==> src/rtl/sap1_program_loader.sv <==
// Program-load and run-control sequencer for the SAP-1 core: streams host bytes
// into the program RAM while holding the CPU in reset, then releases it until HLT.
module sap1_program_loader #(
    parameter int ADDR_W   = 4,
    parameter int DATA_W   = 8,
    parameter int RUN_HOLD = 2
) (
    input  logic              clk,
    input  logic              reset,
    input  logic              start,
    input  logic              byte_valid,
    input  logic [DATA_W-1:0] byte_data,
    input  logic              byte_last,
    output logic              byte_ready,
    input  logic              halt,
    output logic              ram_we,
    output logic [ADDR_W-1:0] ram_addr,
    output logic [DATA_W-1:0] ram_wdata,
    output logic              cpu_reset,
    output logic              running,
    output logic              done,
    output logic [ADDR_W:0]   load_count
);

    typedef enum logic [2:0] {
        S_IDLE    = 3'd0,
        S_LOAD    = 3'd1,
        S_WRITE   = 3'd2,
        S_RELEASE = 3'd3,
        S_RUN     = 3'd4,
        S_HALTED  = 3'd5
    } state_t;

    localparam logic [ADDR_W-1:0] TOP_ADDR  = {ADDR_W{1'b1}};
    localparam logic [3:0]        HOLD_INIT = 4'(RUN_HOLD);

    state_t              state_q, state_d;
    logic [ADDR_W-1:0]   addr_cnt_q, addr_cnt_d;
    logic [ADDR_W-1:0]   ram_addr_q, ram_addr_d;
    logic [DATA_W-1:0]   ram_wdata_q, ram_wdata_d;
    logic                last_q, last_d;
    logic [ADDR_W:0]     load_count_q, load_count_d;
    logic [3:0]          hold_q, hold_d;

    always_ff @(posedge clk or posedge reset) begin
        if (reset) begin
            state_q      <= S_IDLE;
            addr_cnt_q   <= '0;
            ram_addr_q   <= '0;
            ram_wdata_q  <= '0;
            last_q       <= 1'b0;
            load_count_q <= '0;
            hold_q       <= '0;
        end else begin
            state_q      <= state_d;
            addr_cnt_q   <= addr_cnt_d;
            ram_addr_q   <= ram_addr_d;
            ram_wdata_q  <= ram_wdata_d;
            last_q       <= last_d;
            load_count_q <= load_count_d;
            hold_q       <= hold_d;
        end
    end

    always_comb begin
        state_d      = state_q;
        addr_cnt_d   = addr_cnt_q;
        ram_addr_d   = ram_addr_q;
        ram_wdata_d  = ram_wdata_q;
        last_d       = last_q;
        load_count_d = load_count_q;
        hold_d       = hold_q;

        case (state_q)
            S_IDLE, S_HALTED: begin
                if (start) begin
                    load_count_d = '0;
                    addr_cnt_d   = '0;
                    state_d      = S_LOAD;
                end
            end
            S_LOAD: begin
                if (byte_valid) begin
                    ram_wdata_d = byte_data;
                    ram_addr_d  = addr_cnt_q;
                    last_d      = byte_last;
                    state_d     = S_WRITE;
                end
            end
            S_WRITE: begin
                load_count_d = load_count_q + (ADDR_W+1)'(1);
                // The top address always ends the load so the counter never wraps.
                if (last_q || (ram_addr_q == TOP_ADDR)) begin
                    hold_d  = HOLD_INIT;
                    state_d = S_RELEASE;
                end else begin
                    addr_cnt_d = addr_cnt_q + ADDR_W'(1);
                    state_d    = S_LOAD;
                end
            end
            S_RELEASE: begin
                if (hold_q <= 4'd1) begin
                    state_d = S_RUN;
                end else begin
                    hold_d = hold_q - 4'd1;
                end
            end
            S_RUN: begin
                if (halt) begin
                    state_d = S_HALTED;
                end
            end
            default: state_d = S_IDLE;
        endcase
    end

    // Control outputs are pure state decodes, so no input reaches an output combinationally.
    always_comb begin
        byte_ready = (state_q == S_LOAD);
        ram_we     = (state_q == S_WRITE);
        running    = (state_q == S_RUN);
        done       = (state_q == S_HALTED);
        cpu_reset  = (state_q == S_IDLE) || (state_q == S_LOAD) ||
                     (state_q == S_WRITE) || (state_q == S_RELEASE);
    end

    assign ram_addr   = ram_addr_q;
    assign ram_wdata  = ram_wdata_q;
    assign load_count = load_count_q;

endmodule

==> config.mk <==
export PLATFORM = sky130hd
export DESIGN_NAME = sap1_program_loader
export DESIGN_NICKNAME = d
export VERILOG_FILES = /design/src/rtl/sap1_program_loader.sv
export SDC_FILE = /design/constraint.sdc
export NUM_CORES = 1
export LEC_CHECK = 0
export CORE_MARGIN = 10
export CORE_UTILIZATION = 35
export CTS_BUF_LIST = sky130_fd_sc_hd__clkbuf_8
export CTS_CLUSTER_DIAMETER = 80
export DETAILED_ROUTE_END_ITERATION = 10
export GPL_TIMING_DRIVEN = 1
export MAX_ROUTING_LAYER = met4
export PLACE_DENSITY = 0.6
export SETUP_SLACK_MARGIN = 0.02
export SYNTH_ARGS = -nofsm -noshare
export SYNTH_HDL_FRONTEND = slang
export SYNTH_SLANG_ARGS = --single-unit
==> constraint.sdc <==
create_clock -name clk -period 2.9 [get_ports clk]
set_input_delay 0.58 -clock clk [delete_from_list [all_inputs] [get_ports clk]]
set_output_delay 0.58 -clock clk [all_outputs]
set_load 0.01 [all_outputs]
==> results.json <==
{
  "grt_usage": 0.0962,
  "cts.reportedPaths.clkPinSlew_ns": 0.06,
  "drtAntennaViolNets": 0,
  "cts_buffers": 5,
  "holdWs_ns": 0.511,
  "ctsResizeCount": 0,
  "p_comb_frac": 0.445,
  "synth_edf_count": 0,
  "critPathLaunchType": "flop",
  "grt_start_max_net_pins": 30,
  "synth_cell_type_count": 40,
  "period_needed_ns": 2.69,
  "finalNetCount": 179,
  "coreArea_um2": 4060,
  "yosysSeqAreaShare": 0.491,
  "hold_start": "ram_wdata[5]",
  "setup_viol_count_final": 0,
  "hold_viol": 0,
  "drt_iter0_markers": 66,
  "syn_inst": 123,
  "vias_per_cell": 4.95,
  "power_density_nw_per_um2": 991,
  "cp-startpoint": "state_q[0]",
  "die_x_um": 85.0,
  "areaGrowthSynthToFinish_pct": 31.9,
  "cts_buffer_depth": 2,
  "path_max_fanout": 10,
  "worstHoldPathType": "reg -> reg",
  "ir_drop_mv": 0.460,
  "die_y_um": 85.0,
  "io_buffers": 35,
  "syn_nets": 141,
  "grt_pass1_vias": 1108,
  "crit_required_ns": 2.32,
  "root_buffer": "clkbuf_8",
  "htreeDepth": 2,
  "cts_tree": "done",
  "dieArea_um2": 7230,
  "synth-seq-cells": 29,
  "start_util": 0.364,
  "fin_tns_setup_ns": 0,
  "crit_type": "reg -> out",
  "pwr-share-seq": 0.365,
  "syn_area_per_cell_um2": 12.0,
  "slew_headroom": 0.589,
  "drv_slew": 0,
  "dp_cells": 204,
  "end_kind": "output pin",
  "wl_per_cell_um": 15.1,
  "via_count": 1050,
  "firstDrtPassIters": 3,
  "status": "finished, final reports clean",
  "fin_skew_ns": 0.00394,
  "rsz0062_at_grt": "false",
  "synthArstFlopShare": 1.00,
  "switchingPower_uw": 685,
  "reg2reg_from": "state_q[0]",
  "syn_area_um2": 1480,
  "drive_gt1_frac": 0.179,
  "routed_wl_um": 3190,
  "cts.hold.buffers_added": 0,
  "ys.flop_type": "dfrtp_1",
  "ios": 36,
  "drc": 0,
  "max_freq_ghz": 0.372,
  "dp_hpwl_um": 2380,
  "antenna_found_initial": 0,
  "clk_latency_ns": 0.28,
  "postCtsSetupBuffers": 0,
  "clkSinkCount": 29,
  "p_clk_frac": 0.190,
  "place_congestion": 0.756,
  "grt_pass1_wl_um": 5580,
  "maxCapViolations": 0,
  "overflow": 0,
  "p_leak_uw": 0.000868,
  "worst_pin_slew_ns": 0.611,
  "internal_power_uw": 1250,
  "fin_crit_sh": 0.927,
  "fin_cells": 212,
  "total_power_uw": 1930,
  "yosys_warnings": 0,
  "p_sw_frac": 0.354,
  "cp.arrival_ns": 2.11,
  "n_antenna_cell": 0,
  "placementRows": 23
}
-- worst max-delay path, cell delays in order (launching register included) --
cell	delay [ns]
dfrtp_1	0.49
or3b_1	0.65
clkinv_4	0.15
clkdlybuf4s50_1	0.54
-- area by class of cell --
cell class,count,area (µm²)
sequential,29,726
tap,50,62.6
inverter,6,27.5
timing repair buffer,36,358
multi-input combinational,83,676
clock inverter,1,5.00
fill,354,2110
clock buffer,7,96.3
-- state kept, by name, summed over array words and instances, names as in the netlist --
register	count
load_count	5
ram_addr	4
last_q	1
ram_wdata	8
hold_q	4
state_q	3
addr_cnt_q	4
-- power groups by stage --
stage | combinational (µW) | sequential (µW) | clock [µW]
detailed placement | 871 | 710 | 0
finish | 860 | 707 | 367
floorplan | 583 | 697 | 0
CTS | 875 | 706 | 378
global route | 945 | 732 | 404
global placement | 849 | 701 | 0
-- stage by stage --
stage / utilization / setup slack (ns) / cell area (µm²)
final: 0.481 / 0.212 / 1950
after global routing: 0.481 / 0.122 / 1950
after CTS: 0.481 / 0.193 / 1950
after detailed placement: 0.456 / 0.509 / 1850
after global placement: 0.456 / 0.536 / 1850
after floorplan: - / 1.24 / 1480
-- cells in the final DEF (no fill, tap or decap), drive strengths merged, types with 2 or more instances in the layout --
master,synthesis,final
o22ai,2,2
dfrtp,29,29
o21ai,12,12
nor3,3,3
nor2,8,8
clkbuf,0,7
clkinv,1,2
clkdlybuf4s50,0,35
nand3,6,6
xor2,2,2
nand2,12,12
mux2,13,13
ha,4,4
a22o,2,2
inv,5,5
-- cell usage after synthesis (3+ instances only) --
cell type,count,share of area
mux2_2,3,0.023
o21ai_1,5,0.017
nor3_1,3,0.010
nand2_1,12,0.030
dfrtp_1,29,0.49
nor2_1,6,0.015
ha_1,4,0.034
o21ai_0,7,0.024
inv_1,5,0.013
nand3_1,6,0.020
mux2_4,10,0.10
-- metal layers --
layer | vias to the layer above | wire, µm | track usage
li1 | 515 | - | -
met1 | 517 | 1330 | 0.106
met2 | 11 | 1680 | 0.157
met3 | 7 | 135 | 0.0354
met4 | 0 | 40 | 0.0314
met5 | - | 0 | -
-- cells by family (layout without fill, tap and decap cells) --
family,Yosys count,count (layout),synth area share
XOR/XNOR,3,3,0.0178
AND/OR/NAND/NOR,37,37,0.141
multiplexers,14,14,0.131
adder cells (fa/ha/maj),4,4,0.0338
buffers and inverters,11,50,0.0525
AO/OA/AOI/OAI,25,25,0.133
flip-flops,29,29,0.491
-- path summary, 6_finish.rpt --
check                                end  slack [ns]  depth (start not counted)
setup / recovery                  ram_we        0.21                          3
hold / removal              ram_wdata[5]        0.51                          1
setup reg to reg               hold_q[0]        1.19                          4
hold reg to reg             ram_wdata[5]        0.51                          1
max in group asynchronous  load_count[3]        1.95                          3
min in group asynchronous   ram_wdata[7]        0.67                          3
No activity file was read; power rests on OpenSTA's default activity.
